## config.mk

```make
export PLATFORM = sky130hd
export DESIGN_NAME = mem_port_arbiter
export DESIGN_NICKNAME = d
export VERILOG_FILES = /design/src/rtl/mem_arb_pkg.sv /design/src/rtl/mem_arb_tag_pipe.sv /design/src/rtl/mem_port_arbiter.sv
export SDC_FILE = /design/constraint.sdc
export NUM_CORES = 1
export LEC_CHECK = 0
export ABC_AREA = 1
export CAP_MARGIN = 10
export CELL_PAD_IN_SITES_DETAIL_PLACEMENT = 1
export CELL_PAD_IN_SITES_GLOBAL_PLACEMENT = 1
export CORE_MARGIN = 2
export CORE_UTILIZATION = 10
export DETAILED_ROUTE_END_ITERATION = 7
export GPL_TIMING_DRIVEN = 0
export PLACE_DENSITY_LB_ADDON = 0.1
export SYNTH_ARGS = -nofsm -noshare
export SYNTH_HDL_FRONTEND = slang
export SYNTH_HIERARCHICAL = 1
export SYNTH_SLANG_ARGS = --single-unit
```

## constraint.sdc

```tcl
create_clock -name clk -period 1.4 [get_ports clk]
set_input_delay 0.35 -clock clk [delete_from_list [all_inputs] [get_ports clk]]
set_output_delay 0.35 -clock clk [all_outputs]
set_load 0.01 [all_outputs]
```

## src/rtl/mem_arb_pkg.sv

```systemverilog
// Shared types for the IF/LS unified-memory port arbiter.
package mem_arb_pkg;

  typedef enum logic {
    OWN_IF = 1'b0,
    OWN_LS = 1'b1
  } owner_e;

  typedef struct packed {
    logic   valid;
    owner_e owner;
  } tag_t;

  localparam int unsigned RD_LAT_MAX = 4;

endpackage

```

## src/rtl/mem_arb_tag_pipe.sv

```systemverilog
// Fixed-depth shift register of read tags; cleared by synchronous reset.
module mem_arb_tag_pipe
  import mem_arb_pkg::*;
#(
  parameter int unsigned RD_LAT = 1
) (
  input  logic clk,
  input  logic reset,
  input  tag_t i_tag,
  output tag_t o_tag
);

  tag_t [RD_LAT-1:0] r_stage;
  tag_t [RD_LAT:0]   w_chain;

  // Input tag at the bottom, oldest stage at the top; depth-1 needs no special case.
  assign w_chain = {r_stage, i_tag};
  assign o_tag   = w_chain[RD_LAT];

  always_ff @(posedge clk) begin
    if (reset) begin
      r_stage <= '0;
    end else begin
      r_stage <= w_chain[RD_LAT-1:0];
    end
  end

endmodule

```

## src/rtl/mem_port_arbiter.sv

```systemverilog
// Round-robin arbiter sharing one memory port between instruction fetch and load/store,
// steering each returning read word back to the requester that issued it.
module mem_port_arbiter
  import mem_arb_pkg::*;
#(
  parameter int unsigned AW     = 32,
  parameter int unsigned DW     = 32,
  parameter int unsigned RD_LAT = 1
) (
  input  logic          clk,
  input  logic          reset,
  input  logic          if_req,
  input  logic [AW-1:0] if_addr,
  output logic          if_gnt,
  output logic          if_rvalid,
  output logic [DW-1:0] if_rdata,
  input  logic          ls_req,
  input  logic          ls_we,
  input  logic [AW-1:0] ls_addr,
  input  logic [DW-1:0] ls_wdata,
  output logic          ls_gnt,
  output logic          ls_rvalid,
  output logic [DW-1:0] ls_rdata,
  output logic          mem_en,
  output logic          mem_we,
  output logic [AW-1:0] mem_addr,
  output logic [DW-1:0] mem_wdata,
  input  logic [DW-1:0] mem_rdata
);

  owner_e r_last;
  logic   w_if_gnt;
  logic   w_ls_gnt;
  tag_t   w_tag_in;
  tag_t   w_tag_out;

  // On a tie the owner that did not win last time goes first.
  always_comb begin
    w_if_gnt = 1'b0;
    w_ls_gnt = 1'b0;
    if (!reset) begin
      if (if_req && ls_req) begin
        w_if_gnt = (r_last == OWN_LS);
        w_ls_gnt = (r_last == OWN_IF);
      end else begin
        w_if_gnt = if_req;
        w_ls_gnt = ls_req;
      end
    end
  end

  always_ff @(posedge clk) begin
    if (reset) begin
      r_last <= OWN_LS;
    end else if (w_ls_gnt) begin
      r_last <= OWN_LS;
    end else if (w_if_gnt) begin
      r_last <= OWN_IF;
    end
  end

  assign if_gnt = w_if_gnt;
  assign ls_gnt = w_ls_gnt;
  assign mem_en = w_if_gnt | w_ls_gnt;
  assign mem_we = w_ls_gnt & ls_we;

  always_comb begin
    mem_addr  = '0;
    mem_wdata = '0;
    if (w_ls_gnt) begin
      mem_addr  = ls_addr;
      mem_wdata = ls_wdata;
    end else if (w_if_gnt) begin
      mem_addr  = if_addr;
    end
  end

  always_comb begin
    w_tag_in.valid = mem_en & ~mem_we;
    w_tag_in.owner = w_ls_gnt ? OWN_LS : OWN_IF;
  end

  mem_arb_tag_pipe #(
    .RD_LAT (RD_LAT)
  ) u_tag_pipe (
    .clk   (clk),
    .reset (reset),
    .i_tag (w_tag_in),
    .o_tag (w_tag_out)
  );

  always_comb begin
    if_rvalid = w_tag_out.valid && (w_tag_out.owner == OWN_IF);
    ls_rvalid = w_tag_out.valid && (w_tag_out.owner == OWN_LS);
    if_rdata  = if_rvalid ? mem_rdata : '0;
    ls_rdata  = ls_rvalid ? mem_rdata : '0;
  end

endmodule

```

After elaboration in Yosys (flattened, before gate mapping)
Index checks and enable logic that the tools add are counted.
{"block": "totals", "register_bits": 3, "in_bits": 133, "out_inout_bits": 134, "wordCells": 23}
{"block": "op_classes", "muxes": 10, "bitwise": 6, "n_reduce_logical": 4}
{"operator": "$mux 32", "n": 5}
{"operator": "$mux 1", "n": 5}
{"operator": "$logic_and 1x1->1", "n": 3}
{"operator": "$not 1->1", "n": 3}
{"operator": "$and 1x1->1", "n": 2}
{"operator": "$reduce_or 2->1", "n": 1}
{"operator": "$or 1x1->1", "n": 1}

Logic depth before layout (Yosys ltp)
{"block": "depth", "ltp_word": 6, "ltp_mapped": 8, "ltp_nobuf": 8}

By module
The synthesis kept the hierarchy.
{"mod": "mem_port_arbiter", "n_inst": 1, "cells_each": 297, "area_per_inst_um2": 1207.4, "seq_area_each_um2": 20.0}
{"mod": "mem_arb_tag_pipe", "n_inst": 1, "cells_each": 6, "area_per_inst_um2": 55.1, "seq_area_each_um2": 40.0}

Worst setup path after synthesis
Ideal clock, no wire load.
{"block": "synth_path", "path_kind": "input to output", "from": "input if_req", "to": "output mem_addr[22]", "arrival_ps": 1003, "t_required_ps": 1050, "path_slack_ps": 47, "path_stages": 6, "path_buffers": 1, "path_cell_list": "nand2_1 -> nand3_2 -> inv_2 -> buf_2 -> nand2_1 -> nand2_1"}
{"block": "synth_via", "elab_cells_between_ends": 7, "cone_classes": "mux: 6; reduce/logical: 1"}
{"item": "from (decl)", "line_no": "mem_port_arbiter.sv:12", "text": "input logic if_req,"}
{"item": "$logic_and 1x1->1", "line_no": "mem_port_arbiter.sv:42", "text": "if (if_req && ls_req) begin"}
{"item": "$mux 1", "line_no": "mem_port_arbiter.sv:42"}
{"item": "$mux 1", "line_no": "mem_port_arbiter.sv:41", "text": "if (!reset) begin"}
{"item": "named net ls_gnt", "line_no": "mem_port_arbiter.sv:21", "text": "output logic ls_gnt,"}
{"item": "$mux 32", "line_no": "mem_port_arbiter.sv:70", "text": "if (w_ls_gnt) begin"}
{"item": "to (decl)", "line_no": "mem_port_arbiter.sv:26", "text": "output logic [AW-1:0] mem_addr,"}
The timed path passes the listed nets, and every way through them passes these cells.

Worst setup path after layout
{"block": "layout_path", "from": "input ls_req", "to": "output mem_addr[22]"}
{"block": "layout_via", "elab_chain_len": 5, "elab_cells_between_ends": 7, "cone_classes": "mux: 6; reduce/logical: 1"}
{"item": "from (decl)", "line_no": "mem_port_arbiter.sv:17", "text": "input logic ls_req,"}
{"item": "$logic_and 1x1->1", "line_no": "mem_port_arbiter.sv:42"}
{"item": "$mux 1", "line_no": "mem_port_arbiter.sv:42"}
{"item": "$mux 1", "line_no": "mem_port_arbiter.sv:41"}
{"item": "$mux 32", "line_no": "mem_port_arbiter.sv:73", "text": "end else if (w_if_gnt) begin"}
{"item": "$mux 32 (*)", "line_no": "mem_port_arbiter.sv:70"}
Every way passes the cells marked *; elsewhere a longest branch is shown, timed or not.

==> metrics.md <==
| Metric | Value |
|---|---|
| Synth Register Bits | `3` |
| DRT antenna net count | `0` |
| DRC | `0` |
| Placer Congestion | `0.691` |
| Crit path to | `mem_addr[22]` |
| Initial antenna violation count | `0` |
| Final Cycle Share | `117%` |
| Placed Instances | `741` |
| Static Leak | `2.63 nW` |
| Mapped Nets | `436` |
| Final setup violation count | `132` |
| PD cells | `354 mW/mm^2` |
| Flop-to-flop setup slack | `0.27 ns` |
| Gr usage total | `13.9%` |
| Area added between synthesis and finish | `301%` |
| Die X | `116 microns` |
| Tmin final | `1.64 ns` |
| Average wire per standard cell | `13.6 microns` |
| Post-Synth Adder-Cell Area | `0%` |
| Placed wire-length estimate | `8060 microns` |
| Failing checks | `negative setup slack` |
| Largest net degree at the start of global routing | `11` |
| Post-synthesis cell type count | `13` |
| Port Buffer Count | `266` |
| Mux share of post-synthesis cell area | `0%` |
| First-pass GRT wire length | `14,800 microns` |
| Synth async-reset ratio | `0%` |
| Clk buf depth | `2` |
| Max stage delay on crit path | `0.25 ns` |
| Worst Reg2Reg Path Length in Cells | `7` |
| Initial drt markers | `29` |
| Worst R2R Start | `r_last` |
| Detailed-route via count | `2,961` |
| Syn. warnings | `6` |
| RSZ-0062 raised after global routing | `true` |
| Most frequent cell after synthesis | `nor2_1` |
| Post-synth EDFFs | `0` |
| Fmax achieved | `608 MHz` |
| Share of layout cells above drive strength 1 | `53.2%` |
| Max cap viols | `0` |
| Main combinational cell family by area after synthesis | `simple AND/OR/NAND/NOR gates` |
| CP endpoint kind | `primary output` |
| Req. time, crit path | `1.05 ns` |
| CTS Buf Count | `3` |
| Worst VDD drop | `0.201 mV` |
| TritonCTS clock tree | `built` |
| Synth Area in Compound Gates | `0.595%` |
| Avg Synthesized Cell Area | `4.17 sq um` |
| Post-Layout Cell Count | `777` |
| Vias in the first global route | `2,938` |
| Initial Utilization | `10.1%` |
| Worst R2R End | `u_tag_pipe/o_tag[0]` |
| Via density | `3.81` |
| Synth Area in XOR/XNOR | `0%` |
| Die Span Y | `116 microns` |
| Least-Margin Pin Slew | `0.193 ns` |
| Layout Skew | `0.00166 ns` |
| Num ports | `267` |
| Worst-path maximum fanout | `8` |
| Synth area leaders | `nor2_1 29%, inv_1 22%, nand2_1 21%` |
| Critical path arrival | `1.29 ns` |
| Family with the most delay on the worst path | `buffers and inverters` |
| Min Hold Slack | `0.385 ns` |
| Rows | `41` |
| Slew margin rel. | `87.1%` |
| Filler Cell Count | `1,552` |
| Commonest cells post-synth | `98 x nor2_1, 74 x inv_1, 70 x nand2_1` |
| Critical path origin | `ls_req` |
| Final Worst Setup Slack | `-0.244 ns` |
| Clock tree root buffer cell | `clkbuf_16` |
| Full die area | `0.0135 sq mm` |
| Hold WC Path Type | `in2reg` |
| CTS clock-pin slew for the worst setup and hold paths | `0.03 ns` |
| Final Max Slew Viols | `0` |
| Status | `finished, violations left` |
| Simple-Gate Fraction of Synth Area | `64.9%` |
| Syn Inst Count | `303` |
| Hold_buf cts | `0` |
| Slowest cell on crit path | `clkdlybuf4s15_2` |
| Post-synth top area share | `29.1%` |
| CP startpoint kind | `primary input` |
| Clk_lat worst skew | `0.22 ns` |
| Ys flop type | `dfxtp_1` |
| Synth Cell Area | `0.00126 sq mm` |
| Crit Path Category | `in2out` |
| Antenna Cells | `0` |
| Cells along the critical path | `clkdlybuf4s15_2 > nand3_4 > inv_8 > buf_6 > nand2_2 > nand2_1 > buf_2` |
| Wirelength, routed | `10,500 microns` |
| Leading area contributor after synthesis | `nor2_1` |
| Fin. Hold Viols | `0` |
| Sequential-to-total area share from yosys stat | `4.76%` |
| Worst path depth | `7` |
| # nets final | `739` |
| DRT Pass-1 Iters | `4` |
| H-tree Lvls | `1` |
| # clock sinks | `3` |
| Core area | `0.0125 sq mm` |
| GRT Residual Overflow | `0` |
| CP Buf/Inv Count | `4` |
[area by class of cell]
type | count | area, sq um | area share [%]
inverters | 76 | 298 | 5.88
clock buffers | 4 | 78.8 | 1.56
well taps | 172 | 215 | 4.25
multi-input cells | 207 | 1380 | 27.3
flip-flops and latches | 3 | 66.3 | 1.31
repair buffers | 297 | 2770 | 54.6
plain buffers | 18 | 259 | 5.11
[how the worst min path moves through the flow]
stage | endpoint | depth (start not counted) | slack (ns) | startpoint
floorplan | u_tag_pipe/o_tag[1] | 1 | 0.42 | reset
global placement | r_last | 2 | 0.49 | r_last
detailed placement | r_last | 2 | 0.51 | r_last
CTS | u_tag_pipe/o_tag[0] | 2 | 0.37 | reset
global route | u_tag_pipe/o_tag[1] | 2 | 0.41 | reset
finish | u_tag_pipe/o_tag[0] | 2 | 0.39 | reset
[timing repair]
action,CTS,global route
setup endpoints to repair,136,133
pin swaps,9,11
resized for setup,639,224
gates cloned,12,4
buffers inserted,19,3
[kinds of logic (layout without fill, tap and decap cells)]
| group | after synthesis | after routing |
|---|---|---|
| buffers and inverters | 95 | 395 |
| AND/OR/NAND/NOR | 204 | 206 |
| AO/OA/AOI/OAI | 1 | 1 |
| flip-flops | 3 | 3 |
[layer usage]
layer	vias to the layer above	track usage, %	routed length [microns]
met5	-	0	0
met4	0	3.41	153
met3	10	4.83	1320
met2	164	28.3	5760
met1	1318	12.9	3310
li1	1469	-	-
[layout by cell type (no fill, tap or decap), types with 3 or more instances in the layout]
cell type,instances
clkdlybuf4s15_2,6
nand2_1,32
nor2_2,31
nand2_4,4
nand2_2,33
buf_2,68
inv_2,11
buf_12,4
dlygate4sd2_1,3
inv_1,62
nor2_1,25
clkdlybuf4s50_1,125
clkbuf_16,7
buf_4,12
clkbuf_2,3
buf_6,82
nand3_1,32
buf_8,6
nor2_4,43
[through the flow]
stage,total power [mW],utilization [%],TNS [ns],area (sq um),setup WS (ns)
after detailed placement,1.12,33.2,-104.10,4140,-1.22
final,1.79,40.6,-22.06,5060,-0.244
after global routing,1.91,40.6,-30.11,5060,-0.320
after CTS,1.67,36.0,-26.86,4490,-0.299
after floorplan,0.394,-,0,1260,0.0465
after global placement,1.10,33.2,-103.27,4140,-1.23
[registers in the layout, summed over array words and instances (netlist names)]
register and count:
u_tag_pipe/o_tag 2, r_last 1
[power by group]
| part | total (mW) | switching (mW) | internal [mW] |
|---|---|---|---|
| clock network | 0.454 | 0.0784 | 0.376 |
| logic | 1.24 | 0.530 | 0.710 |
| registers | 0.0974 | 0.00616 | 0.0912 |
(Power assumes the default switching activity.)
